--- config.mk ---
export PLATFORM = sky130hd
export DESIGN_NAME = hm3_gen_pipe_flat
export DESIGN_NICKNAME = d
export VERILOG_FILES = /design/src/rtl/hm3_gen_pipe_pkg.sv /design/src/rtl/hm3_gen_pipe_if.sv /design/src/rtl/hm3_gen_pipe_seg_add.sv /design/src/rtl/hm3_gen_pipe.sv /design/src/flat_wrapper.sv
export SDC_FILE = /design/constraint.sdc
export NUM_CORES = 1
export LEC_CHECK = 0
export ABC_AREA = 1
export CORE_MARGIN = 3
export CORE_UTILIZATION = 50
export CTS_CLUSTER_DIAMETER = 40
export DETAILED_ROUTE_END_ITERATION = 10
export PLACE_DENSITY = 0.87
export SYNTH_ARGS = -nofsm -noshare
export SYNTH_HDL_FRONTEND = slang
export SYNTH_SLANG_ARGS = --single-unit
export TNS_END_PERCENT = 30
--- constraint.sdc ---
create_clock -name clk -period 4.7 [get_ports clk]
set_input_delay 0.47 -clock clk [delete_from_list [all_inputs] [get_ports clk]]
set_output_delay 0.47 -clock clk [all_outputs]
set_load 0.02 [all_outputs]
--- src/rtl/hm3_gen_pipe_pkg.sv ---
// Shared types and sizing helpers for the pipelined 3Y hard-multiple generator.
package hm3_pkg;

  typedef enum logic {
    MODE_EXACT  = 1'b0,
    MODE_APPROX = 1'b1
  } mode_e;

  // Control part of a pipeline token; the width-dependent fields live in the top.
  typedef struct packed {
    logic  valid;
    mode_e mode;
    logic  carry;
  } tok_ctl_t;

  function automatic int ext_w(input int w);
    return w + 2;
  endfunction

  function automatic int nseg(input int w, input int seg);
    return (ext_w(w) + seg - 1) / seg;
  endfunction

endpackage

--- src/rtl/hm3_gen_pipe_if.sv ---
// Operand-in / result-out handshake bundle of the 3Y generator.
interface hm3_gen_pipe_if #(
  parameter int W     = 16,
  parameter int OUT_W = 32
) ();
  logic             in_valid;
  logic             in_ready;
  logic [W-1:0]     in_y;
  logic             in_approx;
  logic             out_valid;
  logic             out_ready;
  logic [OUT_W-1:0] out_s;
  logic             out_approx;

  modport master (
    output in_valid, in_y, in_approx, out_ready,
    input  in_ready, out_valid, out_s, out_approx
  );

  modport slave (
    input  in_valid, in_y, in_approx, out_ready,
    output in_ready, out_valid, out_s, out_approx
  );
endinterface

--- src/rtl/hm3_gen_pipe_seg_add.sv ---
// One SEG-bit slice of A+B where masked bits use the OR rule and emit a&b as carry.
module hm3_seg_add #(
  parameter int SEG = 8
) (
  input  logic [SEG-1:0] a,
  input  logic [SEG-1:0] b,
  input  logic [SEG-1:0] m,
  input  logic           cin,
  output logic [SEG-1:0] s,
  output logic           cout
);

  logic [SEG:0] c;

  // NOTE: every always_comb output is given a default before any branch so no latch is inferred.
  always_comb begin
    s    = '0;
    c    = '0;
    c[0] = cin;
    for (int i = 0; i < SEG; i++) begin
      s[i]   = m[i] ? (a[i] | b[i]) : (a[i] ^ b[i] ^ c[i]);
      // Inside the approximate region no carry ripples; only the top masked bit's a&b escapes.
      c[i+1] = m[i] ? (a[i] & b[i]) : ((a[i] & b[i]) | (c[i] & (a[i] ^ b[i])));
    end
    cout = c[SEG];
  end

endmodule

--- src/rtl/hm3_gen_pipe.sv ---
// Pipelined signed 3Y = Y + 2Y generator, one SEG-bit segment per stage, optional lower-part-OR.
module hm3_gen_pipe
  import hm3_pkg::*;
#(
  parameter int W           = 16,
  parameter int APPROX_BITS = 8,
  parameter int SEG         = 8,
  parameter int OUT_W       = 32
) (
  input logic          clk,
  input logic          rst_n,
  hm3_gen_pipe_if.slave bus
);

  localparam int E    = ext_w(W);
  localparam int NSEG = nseg(W, SEG);
  localparam int PE   = NSEG * SEG;

  typedef struct packed {
    tok_ctl_t      ctl;
    logic [PE-1:0] sum;
    logic [W-1:0]  y;
  } tok_t;

  tok_t            stg_q [NSEG];
  tok_t            stg_d [NSEG];
  tok_t            src   [NSEG];
  logic [NSEG-1:0] load;
  logic [PE-1:0]   op_a  [NSEG];
  logic [PE-1:0]   op_b  [NSEG];
  logic [SEG-1:0]  seg_a [NSEG];
  logic [SEG-1:0]  seg_b [NSEG];
  logic [SEG-1:0]  seg_m [NSEG];
  logic [SEG-1:0]  seg_s [NSEG];
  logic            seg_co[NSEG];
  logic signed [E-1:0] sum_e;

  // Load chain runs from the output backwards so bubbles collapse in one cycle.
  always_comb begin
    load[NSEG-1] = !stg_q[NSEG-1].ctl.valid || bus.out_ready;
    for (int j = NSEG - 2; j >= 0; j--) begin
      load[j] = !stg_q[j].ctl.valid || load[j+1];
    end

    src[0].ctl = '{valid: bus.in_valid, mode: mode_e'(bus.in_approx), carry: 1'b0};
    src[0].sum = '0;
    src[0].y   = bus.in_y;
    for (int j = 1; j < NSEG; j++) begin
      src[j] = stg_q[j-1];
    end

    for (int j = 0; j < NSEG; j++) begin
      op_a[j]  = {{(PE - W){src[j].y[W-1]}}, src[j].y};
      op_b[j]  = {op_a[j][PE-2:0], 1'b0};
      seg_a[j] = op_a[j][j*SEG +: SEG];
      seg_b[j] = op_b[j][j*SEG +: SEG];
      seg_m[j] = '0;
      for (int i = 0; i < SEG; i++) begin
        seg_m[j][i] = (src[j].ctl.mode == MODE_APPROX) && ((j * SEG + i) < APPROX_BITS);
      end
    end
  end

  for (genvar j = 0; j < NSEG; j++) begin : g_seg
    hm3_seg_add #(.SEG(SEG)) u_seg (
      .a    (seg_a[j]),
      .b    (seg_b[j]),
      .m    (seg_m[j]),
      .cin  (src[j].ctl.carry),
      .s    (seg_s[j]),
      .cout (seg_co[j])
    );
  end

  always_comb begin
    for (int j = 0; j < NSEG; j++) begin
      stg_d[j] = stg_q[j];
      if (load[j]) begin
        stg_d[j]                    = src[j];
        stg_d[j].sum[j*SEG +: SEG]  = seg_s[j];
        stg_d[j].ctl.carry          = seg_co[j];
      end
    end
  end

  // NOTE: whole tokens are reset, not just valid bits, so out_s and out_approx read 0 after reset.
  always_ff @(posedge clk or negedge rst_n) begin
    if (!rst_n) begin
      for (int j = 0; j < NSEG; j++) stg_q[j] <= '0;
    end else begin
      // NOTE: non-blocking assignment lets each stage capture its neighbour's pre-edge value.
      for (int j = 0; j < NSEG; j++) stg_q[j] <= stg_d[j];
    end
  end

  assign sum_e          = stg_q[NSEG-1].sum[E-1:0];
  assign bus.in_ready   = load[0];
  assign bus.out_valid  = stg_q[NSEG-1].ctl.valid;
  assign bus.out_approx = (stg_q[NSEG-1].ctl.mode == MODE_APPROX);
  assign bus.out_s      = OUT_W'(sum_e);

endmodule

--- src/flat_wrapper.sv ---
// flat-port wrapper written by rule: the top's interface ports become plain ports
module hm3_gen_pipe_flat import hm3_pkg::*;
#(
  parameter int W           = 16,
  parameter int APPROX_BITS = 8,
  parameter int SEG         = 8,
  parameter int OUT_W       = 32
)
  (clk, rst_n, bus_in_valid, bus_in_y, bus_in_approx, bus_out_ready, bus_in_ready, bus_out_valid, bus_out_s, bus_out_approx);
  hm3_gen_pipe_if #(.W(W), .OUT_W(OUT_W)) bus_i ();
  input logic clk;
  input logic rst_n;
  input wire logic [$bits(bus_i.in_valid)-1:0] bus_in_valid;
  input wire logic [$bits(bus_i.in_y)-1:0] bus_in_y;
  input wire logic [$bits(bus_i.in_approx)-1:0] bus_in_approx;
  input wire logic [$bits(bus_i.out_ready)-1:0] bus_out_ready;
  output wire logic [$bits(bus_i.in_ready)-1:0] bus_in_ready;
  output wire logic [$bits(bus_i.out_valid)-1:0] bus_out_valid;
  output wire logic [$bits(bus_i.out_s)-1:0] bus_out_s;
  output wire logic [$bits(bus_i.out_approx)-1:0] bus_out_approx;
  assign bus_i.in_valid = bus_in_valid;
  assign bus_i.in_y = bus_in_y;
  assign bus_i.in_approx = bus_in_approx;
  assign bus_i.out_ready = bus_out_ready;
  assign bus_in_ready = bus_i.in_ready;
  assign bus_out_valid = bus_i.out_valid;
  assign bus_out_s = bus_i.out_s;
  assign bus_out_approx = bus_i.out_approx;
  hm3_gen_pipe #(.W(W), .APPROX_BITS(APPROX_BITS), .SEG(SEG), .OUT_W(OUT_W)) u_core (.clk(clk), .rst_n(rst_n), .bus(bus_i));
endmodule
==> results of run 1 <==
-- worst max-delay path: stages --
cell             delay [ns]
clkdlybuf4s50_1        0.49
ha_1                   0.23
fa_1                   0.35
nand2_1                0.07
nand2_1                0.07
fa_1                   0.37
nand2_1                0.07
nand2_1                0.06
fa_1                   0.36
nand2_1                0.08
nand2_1                0.06
fa_1                   0.35
nand2_1                0.08
nand2_1                0.06
fa_1                   0.36
mux2i_1                0.18
fa_1                   0.43
inv_1                  0.06
nand2_1                0.05
nand2_1                0.06
nand2_1                0.05
nand2_1                0.07
-- state kept, by name (all words and copies together), names as in the netlist --
name                   count
u_core.bus.out_approx      1
u_core.bus.out_s          18
u_core.src                28
u_core.bus.out_valid       1
u_core.op_a               12
-- cell usage after synthesis, drive strengths merged --
cell type	instances	share of area, %
nand2	190	23
dfrtp	60	48
inv	31	3.7
buf	29	6.2
nand4	20	4.0
fa	14	8.9
ha	14	5.6
clkbuf	2	0.24
nor2	2	0.48
mux2i	1	0.32
o21ai	1	0.16
or2	1	0.20
-- power by group through the flow --
stage / Clock [W] / Combinational, W / Sequential [W]
finish: 0.000391 / 0.000471 / 0.000710
global route: 0.000424 / 0.000528 / 0.000728
CTS: 0.000400 / 0.000479 / 0.000712
detailed placement: 0 / 0.000478 / 0.000721
global placement: 0 / 0.000464 / 0.000714
floorplan: 0 / 0.000254 / 0.000758
-- path summary, 6_finish.rpt --
path	endpoint	slack [ns]	depth (start not counted)
max	u_core.src[66]$_DFFE_PN0P_	0.52	22
min	u_core.bus.out_s[10]$_DFFE_PN0P_	0.27	2
max reg2reg	u_core.src[31]$_DFFE_PN0P_	0.93	14
min reg2reg	u_core.bus.out_s[12]$_DFFE_PN0P_	0.47	2
max in group asynchronous	u_core.src[21]$_DFFE_PN0P_	3.94	2
min in group clk	u_core.bus.out_s[12]$_DFFE_PN0P_	0.47	2
-- layer usage --
layer / part of all wire (%) / global-route usage (%) / wire (um)
met3: 5.4 / 4.37 / 294
met5: 0 / 0 / 0
met1: 46 / 19.8 / 2510
met2: 47 / 27.3 / 2570
met4: 1.4 / 7.05 / 79
-- cell families (layout without fill, tap and decap cells) --
logic type,after synthesis,after routing,share of synthesized area [%]
flops,60,60,47.6
fa+ha+maj,28,28,14.5
compound gates,1,1,0.159
mux,1,1,0.318
buf+inv,62,105,10.1
simple gates,213,213,27.4
-- per-stage QoR --
step                      cell area, um2  hold slack [ns]  total power, W  setup slack (ns)
after global routing                3780            0.336         0.00168             0.244
after global placement              3610            0.455         0.00118             0.311
after floorplan                     3150            0.174         0.00101             0.950
after detailed placement            3610            0.458         0.00120             0.167
after CTS                           3780            0.303         0.00159             0.512
final                               3780            0.272         0.00157             0.524
-- final cells by class --
class                           count  area [um2]
Tap cell                           75        93.8
Inverter                           31         116
Multi-Input combinational cell    243        1330
Clock buffer                       11         141
Timing Repair Buffer               58         568
Fill cell                         506        2240
Clock inverter                      5        27.5
Sequential cell                    60        1500
==> impl_summary.log, run 1 <==
INFO  metric dr.first_iter.drc_count = 155
INFO  metric max_vdd_drop = 0.000229 V
INFO  metric worst_skew_pair.late_latency = 0.34 ns
INFO  metric timing.final.hold_violations = 0
INFO  metric globalRouteTotalUtil = 16.3%
INFO  metric grt_setup_unrepaired = false
INFO  metric grt_antenna_before_repair = 0
INFO  metric power.leakage = 2.01 nW
INFO  metric io_buffer_count = 55
INFO  metric postCtsHoldBufs = 0
INFO  metric synth_cell_types = 17
INFO  metric die_w = 85.4 um
INFO  metric tritoncts_clock_tree = built
INFO  metric layout.cells.most_common_list = nand2_1, dfrtp_1, clkdlybuf4s50_1
INFO  metric share_of_the_yosys_chip_area_belonging_to_registers = between 40 and 50%
INFO  metric globalRouteOverflowTotal = 0
INFO  metric dpl.cell_count = 467
INFO  metric hp-class = primary input to asynchronous set/reset pin
INFO  metric finalMaxSlewViolations = 0
INFO  metric timing.slew.headroom = 20.4%
INFO  metric finalCritPeriodShare = 88.8%
INFO  metric die-area = 7290 um2
INFO  metric die_y = 85.4 um
INFO  metric fin_tns_setup = 0 ns
INFO  metric timing.critical_path.arrival = around 4.5 ns
INFO  metric drt_drc_violations_left = 0
INFO  metric drt-total-wl = 5460 um
INFO  metric htree_levels = 3
INFO  metric grt_pass1_vias = 2231
INFO  metric detailroute.via_count = 2302
INFO  metric setup_clock_skew_after_layout = 0.0100 ns
INFO  metric clockRootBuffer = clkbuf_8
INFO  metric wl_per_cell = 11.3 um
INFO  metric drt.antenna.violating_nets = 0
INFO  metric swShare = about 33%
INFO  metric synth_area_per_cell = about 8.6 um2
INFO  metric setup.worst_path.class = primary input to flop
INFO  metric run_status = finished clean
INFO  metric yosys_warnings = 0
INFO  metric power.share.clock = between 20 and 25%
INFO  metric finalWorstPathRequiredPeriod = approximately 4.2 ns
INFO  metric fin_util = 62.7%
INFO  metric dp_hpwl = 3920 um
INFO  metric synth.net_count = approximately 410
INFO  metric cap_violations = 0
INFO  metric finalNetCount = 452
INFO  metric finalWeightedCongestion = 0.781
INFO  metric global_route_wire_length_before_repair = 9470 um
INFO  metric route.detailed.vias_per_inst = roughly 4.8
INFO  metric post_cts_resized = 0
INFO  metric clk_transition_reported_paths = 0.07 ns
INFO  metric yosys_register_bits = 60
INFO  metric antennaDiodeCount = 0
INFO  metric power_per_cell_area = 416 nW/um2
INFO  metric maxClockFrequency = 0.239 GHz
INFO  metric comb_power_share = 29.9%
INFO  metric clock_path_buffers = 2
INFO  metric post_route_cells_drive_above_1_share = 5.39%
INFO  metric report.final.setup_viol = 0
INFO  metric cp-end-kind = flop
INFO  metric design.core.area = 6030 um2
INFO  metric share_seq_of_total_power = 45.2%
INFO  metric worst_ep_required_time = 4.97 ns
INFO  metric area.growth.synth_to_final = 20.0%
INFO  metric netSwitchingPower = 0.000524 W
INFO  metric tritoncts_num_sinks = 60
INFO  metric worst-path-max-fanout = 4
INFO  metric worstMarginPinSlew = 1.19 ns
INFO  metric crit-reg2reg-launch = u_core.op_a[32]$_DFFE_PN0P_
INFO  metric postCtsSetupBuffers = 0
INFO  metric layout.cells.most_common = nand2_1
INFO  metric finalNonFillerCells = 483
INFO  metric detail_route.first_pass.iterations = 5
INFO  metric power.internal = between 0.001 and 0.0015 W
INFO  metric floorplan.rows = 28
INFO  metric worstSetupStartpoint = bus_in_y[1]
INFO  metric io-pin-count = 56
INFO  metric initial_utilization = a little over half
INFO  metric worstSetupStartpointType = primary input
INFO  metric cell_area_after_synthesis = 3150 um2
INFO  metric grt_start_max_net_pins = 61
INFO  metric post_syn_instances = 365
INFO  metric number_of_cts_inserted_buffers = 9
Power figures use the tool's default switching activity.
==> run 2: changes to the inputs <==
Settings changed: CTS_CLUSTER_DIAMETER 40 to default, PLACE_DENSITY 0.87 to 0.84, SYNTH_HIERARCHICAL from default to 1.
==> run 2 against run 1 <==
  * Clock skew increased by 0.0020 ns
  * Fmax decreased by 5.4%
  * Worst setup slack got worse by 0.24 ns
  * Clock-buffer cell count increased by 1
  * Worst hold slack improved by 0.0031 ns
  * Utilization increased by 1.6 points
  * Global-route usage increased by 1.6 points
  * Area after synthesis increased by 25%
  * Critical path type is now flop to flop
  * Largest power group unchanged
==> impl_summary.log, run 2 <==
INFO  metric worst_hold_slack = ~0.28 ns
INFO  metric antennaDiodeCount = 0
INFO  metric cell_area_after_synthesis = 3940 um2
INFO  metric run_status = finished clean
INFO  metric wl_met2 = 3750 um
INFO  metric hp-class = primary input to asynchronous set/reset pin
INFO  metric crit-reg2reg-launch = u_core/op_a[31]$_DFFE_PN0P_
INFO  metric number_of_cts_inserted_buffers = 9
INFO  metric timing.slew.headroom = 40.0%
INFO  metric largest_register_ffs = 30
INFO  metric worstSetupStartpointType = flop
INFO  metric setup_clock_skew_after_layout = 0.0121 ns
INFO  metric initial_utilization = between 50% and 60%
INFO  metric tritoncts_clock_tree = built
INFO  metric floorplan.rows = 31
INFO  metric worst_skew_pair.late_latency = 0.34 ns
INFO  metric wl_per_cell = 10.8 um
INFO  metric route.detailed.vias_per_inst = 4.54
INFO  metric synth_area_per_cell = 7.73 um2
INFO  metric timing.critical_path.arrival = roughly 4.7 ns
INFO  metric layout.cells.most_common = nand2_1
INFO  metric detail_route.wirelength.met1 = just over 3000 um
INFO  metric report.final.setup_viol = 0
INFO  metric power.leakage = approximately 2.7 nW
INFO  metric finalCritPeriodShare = 93.9%
INFO  metric critPathBufInv = 3
INFO  metric htree_levels = 3
INFO  metric finalMaxSlewViolations = 0
INFO  metric layout_setup_ws = between 0.2 and 0.3 ns
INFO  metric cpLargestDelayFamily = adder cells
INFO  metric dr.first_iter.drc_count = between 150 and 200
INFO  metric post_route_cells_drive_above_1_share = 5.90%
INFO  metric layout.cells.most_common_list = nand2_1, inv_1, dfrtp_1
INFO  metric wl_met3 = 492 um
INFO  metric io-pin-count = 56
INFO  metric grt_antenna_before_repair = 0
INFO  metric globalRouteTotalUtil = 17.9%
INFO  metric finalNetCount = 662
INFO  metric design.core.area = about 7400 um2
INFO  metric drt_drc_violations_left = 0
INFO  metric yosys_warnings = 6
INFO  metric timing.critical_path.slowest_cell_delay = around 0.43 ns
INFO  metric tritoncts_num_sinks = 60
INFO  metric clk_transition_reported_paths = 0.07 ns
INFO  metric grt_pass1_vias = around 2900
INFO  metric finalNonFillerCells = 692
INFO  metric dpl.cell_count = just under 700
INFO  metric finalWorstPathRequiredPeriod = 4.41 ns
INFO  metric globalRouteOverflowTotal = 0
INFO  metric drt.antenna.violating_nets = 0
INFO  metric timing.critical_path.slowest_stage_cell = fa_1
INFO  metric dp_hpwl = 5210 um
INFO  metric postCtsSetupBuffers = 0
INFO  metric cap_violations = 0
INFO  metric global_route_wire_length_before_repair = between 10000 and 15000 um
INFO  metric post_syn_instances = 510
INFO  metric dr.max_layer_used = met4
INFO  metric grt_setup_unrepaired = false
INFO  metric worst_ep_required_time = 4.98 ns
INFO  metric cp-end-kind = flop
INFO  metric worst-path-max-fanout = 3
INFO  metric power_per_cell_area = 349 nW/um2
INFO  metric reg2reg_slack = 0.29 ns
INFO  metric rr_endpoint = u_core/src[31]$_DFFE_PN0P_
INFO  metric finalPower = 0.00167 W
INFO  metric detail_route.first_pass.iterations = 5
INFO  metric detailroute.via_count = 3140
INFO  metric clock_path_buffers = 2
INFO  metric worstMarginPinSlew = ~0.90 ns
INFO  metric grt_start_max_net_pins = 61
INFO  metric drt-total-wl = roughly 7500 um
INFO  metric maxClockFrequency = 0.227 GHz
INFO  metric clockRootBuffer = clkbuf_8
INFO  metric area.growth.synth_to_final = 21.6%
INFO  metric die_w = 94.8 um
INFO  metric cpMostUsedCell = nand2_1
INFO  metric max_vdd_drop = ~0.00014 V
INFO  metric io_buffer_count = 55
INFO  metric setup.worst_path.class = flop to flop
INFO  metric die-area = approximately 9000 um2
INFO  metric reg2regPathDepth = 28
INFO  metric die_y = 94.8 um
INFO  metric finalWeightedCongestion = 0.761
INFO  metric timing.final.hold_violations = 0
INFO  metric preCtsSetupSlack = -0.0598 ns
-- run 2: where the power goes --
part,internal [W],switching [W]
Clock,0.000204,0.000203
Sequential,0.000614,0.0000864
Combinational,0.000251,0.000314
Total,0.00107,0.000604
-- run 2: worst max-delay path by stage --
stage / start / to / slack, ns / depth (start not counted)
2_1_floorplan: u_core/op_a[32]$_DFFE_PN0P_ / u_core/src[31]$_DFFE_PN0P_ / 0.39 / 28
3_3_place_gp: bus_in_y[1] / u_core/src[66]$_DFFE_PN0P_ / 0.08 / 26
3_5_place_dp: bus_in_y[1] / u_core/src[66]$_DFFE_PN0P_ / -0.06 / 26
4_1_cts: u_core/op_a[31]$_DFFE_PN0P_ / u_core/src[31]$_DFFE_PN0P_ / 0.05 / 28
5_1_grt: u_core/op_a[32]$_DFFE_PN0P_ / u_core/src[31]$_DFFE_PN0P_ / 0.02 / 28
6_report: u_core/op_a[31]$_DFFE_PN0P_ / u_core/src[31]$_DFFE_PN0P_ / 0.29 / 28
-- run 2: per-stage QoR --
stage	utilization (%)	area [um2]	TNS, ns
after floorplan	-	4070	0
after global placement	61.8	4600	0
after detailed placement	61.8	4600	-0.0598
after CTS	64.0	4770	0
after global routing	64.3	4790	0
final	64.3	4790	0
-- run 2: routing by layer --
layer,vias up,GRT usage [%]
met3,14,4.06
met2,109,31.9
met4,0,7.09
met1,1426,20.6
met5,-,0
li1,1591,-
-- run 2: area by class of cell --
type | instances | area [um2]
clock buffers | 12 | 145
flip-flops and latches | 60 | 1500
inverters | 88 | 330
well taps | 99 | 124
clock inverters | 4 | 25.0
repair buffers | 62 | 598
multi-input cells | 367 | 2070
fillers | 613 | 2660
-- run 2: timing repair --
item | in CTS | in global routing
setup endpoints to repair | 0 | 1
hold buffers | 0 | 0
gates resized for setup | 0 | 11
==> run 3: changes to the inputs <==
Settings changed: CORE_MARGIN 3 to 2, CTS_CLUSTER_SIZE from default to 20, TNS_END_PERCENT 30 to 5.
==> run 3 against run 2 <==
  * Critical path depth did not move
  * Power increased by 3.6%
  * Global-route usage grew 0.71 points
  * Register-to-register slack lost 0.03 ns
  * Worst hold slack better by 0.0072 ns
  * Cell count grew 0.29%
  * Non-clock buffer count is 1 lower
  * Worst setup slack lost 0.035 ns
  * Clock-buffer cell count down 1
  * Via count hardly changed
  * Critical endpoint unchanged
  * Largest power group unchanged
==> impl_summary.log, run 3 (synthesis gave the netlist of run 2 again) <==
INFO  metric swShare = between 30% and 40%
INFO  metric dp_hpwl = 5280 um
INFO  metric cpMostUsedCell = nand2_1
INFO  metric netSwitchingPower = 0.000596 W
INFO  metric wl_per_cell = 10.8 um
INFO  metric post_cts_resized = 0
INFO  metric finalNetCount = between 600 and 700
INFO  metric finalNonFillerCells = 694
INFO  metric setup_clock_skew_after_layout = 0.00481 ns
INFO  metric power.leakage = 2.72 nW
INFO  metric rr_endpoint = u_core/src[31]$_DFFE_PN0P_
INFO  metric run_status = finished clean
INFO  metric grt_start_max_net_pins = a little over 60
INFO  metric num-fill-cells = 676
INFO  metric worstSetupStartpointType = flop
INFO  metric share_seq_of_total_power = 40.4%
INFO  metric initial_utilization = 51.3%
INFO  metric maxClockFrequency = 0.225 GHz
INFO  metric post_route_cells_drive_above_1_share = 6.25%
INFO  metric dpl.cell_count = 678
INFO  metric number_of_cts_inserted_buffers = 9
INFO  metric drt_drc_violations_left = 0
INFO  metric cap_violations = 0
INFO  metric setup.worst_path.class = flop to flop
INFO  metric max_vdd_drop = 0.000129 V
INFO  metric worstSetupStartpoint = u_core/op_a[31]$_DFFE_PN0P_
INFO  metric clk_transition_reported_paths = 0.07 ns
INFO  metric postCtsHoldBufs = 0
INFO  metric grt_setup_unrepaired = false
INFO  metric timing.critical_path.slowest_stage_cell = dfrtp_1
INFO  metric worst_skew_pair.late_latency = roughly 0.34 ns
INFO  metric worst_hold_slack = between 0.2 and 0.3 ns
INFO  metric area.growth.synth_to_final = 22.3%
INFO  metric die-area = 8610 um2
INFO  metric fin_tns_setup = 0 ns
INFO  metric postCtsSetupBuffers = 0
INFO  metric clock_path_buffers = 2
INFO  metric drt-total-wl = 7520 um
INFO  metric worst_ep_required_time = roughly 5.0 ns
INFO  metric preCtsSetupSlack = -0.0860 ns
INFO  metric die_w = 92.8 um
INFO  metric antennaDiodeCount = 0
INFO  metric tritoncts_num_sinks = 60
INFO  metric detail_route.first_pass.iterations = 4
INFO  metric layout.cells.most_common = nand2_1
INFO  metric finalMaxSlewViolations = 0
INFO  metric dr.first_iter.drc_count = 207
INFO  metric finalPower = roughly 0.0017 W
INFO  metric reg2regPathDepth = 28
INFO  metric clockRootBuffer = clkbuf_8
INFO  metric globalRouteTotalUtil = 18.6%
INFO  metric comb_power_share = 32.7%
INFO  metric worst-path-max-fanout = 3
INFO  metric crit-reg2reg-launch = u_core/op_a[31]$_DFFE_PN0P_
INFO  metric io_buffer_count = 55
INFO  metric timing.slew.headroom = 14.0%
INFO  metric worstMarginPinSlew = 1.28 ns
INFO  metric timing.final.hold_violations = 0
INFO  metric layout_setup_ws = around 0.25 ns
INFO  metric finalWeightedCongestion = 0.762
INFO  metric floorplan.rows = 32
INFO  metric drt.antenna.violating_nets = 0
INFO  metric timing.critical_path.slowest_cell_delay = 0.41 ns
INFO  metric cp-end-kind = flop
INFO  metric tritoncts_clock_tree = built
INFO  metric power.internal = ~0.0011 W
INFO  metric design.core.area = between 7000 and 8000 um2
INFO  metric globalRouteOverflowTotal = 0
INFO  metric layout.cells.most_common_list = nand2_1, inv_1, dfrtp_1
INFO  metric timing.critical_path.arrival = 4.73 ns
INFO  metric die_y = 92.8 um
INFO  metric power.share.clock = 26.9%
INFO  metric report.final.setup_viol = 0
INFO  metric largest_register_ffs = 30
INFO  metric reg2reg_slack = approximately 0.25 ns
INFO  metric finalCritPeriodShare = 94.6%
INFO  metric global_route_wire_length_before_repair = 12400 um
INFO  metric io-pin-count = 56
INFO  metric route.detailed.vias_per_inst = 4.53
INFO  metric detailroute.via_count = 3141
INFO  metric finalWorstPathRequiredPeriod = 4.45 ns
INFO  metric grt_antenna_before_repair = 0
INFO  metric power_per_cell_area = 359 nW/um2
INFO  metric hp-class = primary input to asynchronous set/reset pin
INFO  metric htree_levels = 3
INFO  metric crit_path_end = u_core/src[31]$_DFFE_PN0P_
INFO  metric grt_pass1_vias = 2971
## run 3: per-stage QoR
step                      utilization, %  instance area (um2)
after floorplan                        -                 4070
after global placement              59.8                 4600
after detailed placement            59.8                 4600
after CTS                           62.4                 4800
after global routing                62.7                 4820
final                               62.7                 4820
## run 3: worst max-delay path, delay by kind of cell (launching register included)
family / cells / cell delay (ns)
adders and majority gates: 8 / 2.69
and+or+nand+nor: 16 / 1.03
DFF: 1 / 0.41
buffers and inverters: 3 / 0.19
AOI/OAI and AO/OA: 1 / 0.07
## run 3: area by class of cell
class	count	area, um2	share of cell area, %
Clock inverter	5	50.0	1.04
Tap cell	102	128	2.65
Inverter	88	330	6.85
Clock buffer	11	151	3.14
Timing Repair Buffer	61	591	12.3
Multi-Input combinational cell	367	2070	42.9
Sequential cell	60	1500	31.1
## run 3: worst min path at each step
stage	endpoint	slack, ns	cells after the start
after floorplan	u_core/bus.out_approx$_DFFE_PN0P_	0.17	0
after global placement	u_core/src[25]$_DFFE_PN0P_	0.45	2
after detailed placement	u_core/bus.out_s[12]$_DFFE_PN0P_	0.46	2
after CTS	u_core/bus.out_s[14]$_DFFE_PN0P_	0.29	2
after global routing	u_core/src[28]$_DFFE_PN0P_	0.34	2
final	u_core/bus.out_s[11]$_DFFE_PN0P_	0.28	2
## run 3: power groups by stage
| stage | logic [W] | registers, W | clock network [W] |
|---|---|---|---|
| 2_1_floorplan | 0.000330 | 0.000737 | 0 |
| 3_3_place_gp | 0.000532 | 0.000703 | 0 |
| 3_5_place_dp | 0.000559 | 0.000708 | 0 |
| 4_1_cts | 0.000563 | 0.000699 | 0.000479 |
| 5_1_grt | 0.000633 | 0.000717 | 0.000504 |
| 6_report | 0.000567 | 0.000700 | 0.000466 |
## run 3: layer usage
metal | global-route usage (%) | vias to the layer above | wire length (um)
met5 | 0 | - | 0
met4 | 11.5 | 0 | 221
met3 | 3.99 | 18 | 407
met2 | 32.4 | 89 | 3880
met1 | 20.5 | 1444 | 3020
li1 | - | 1590 | -
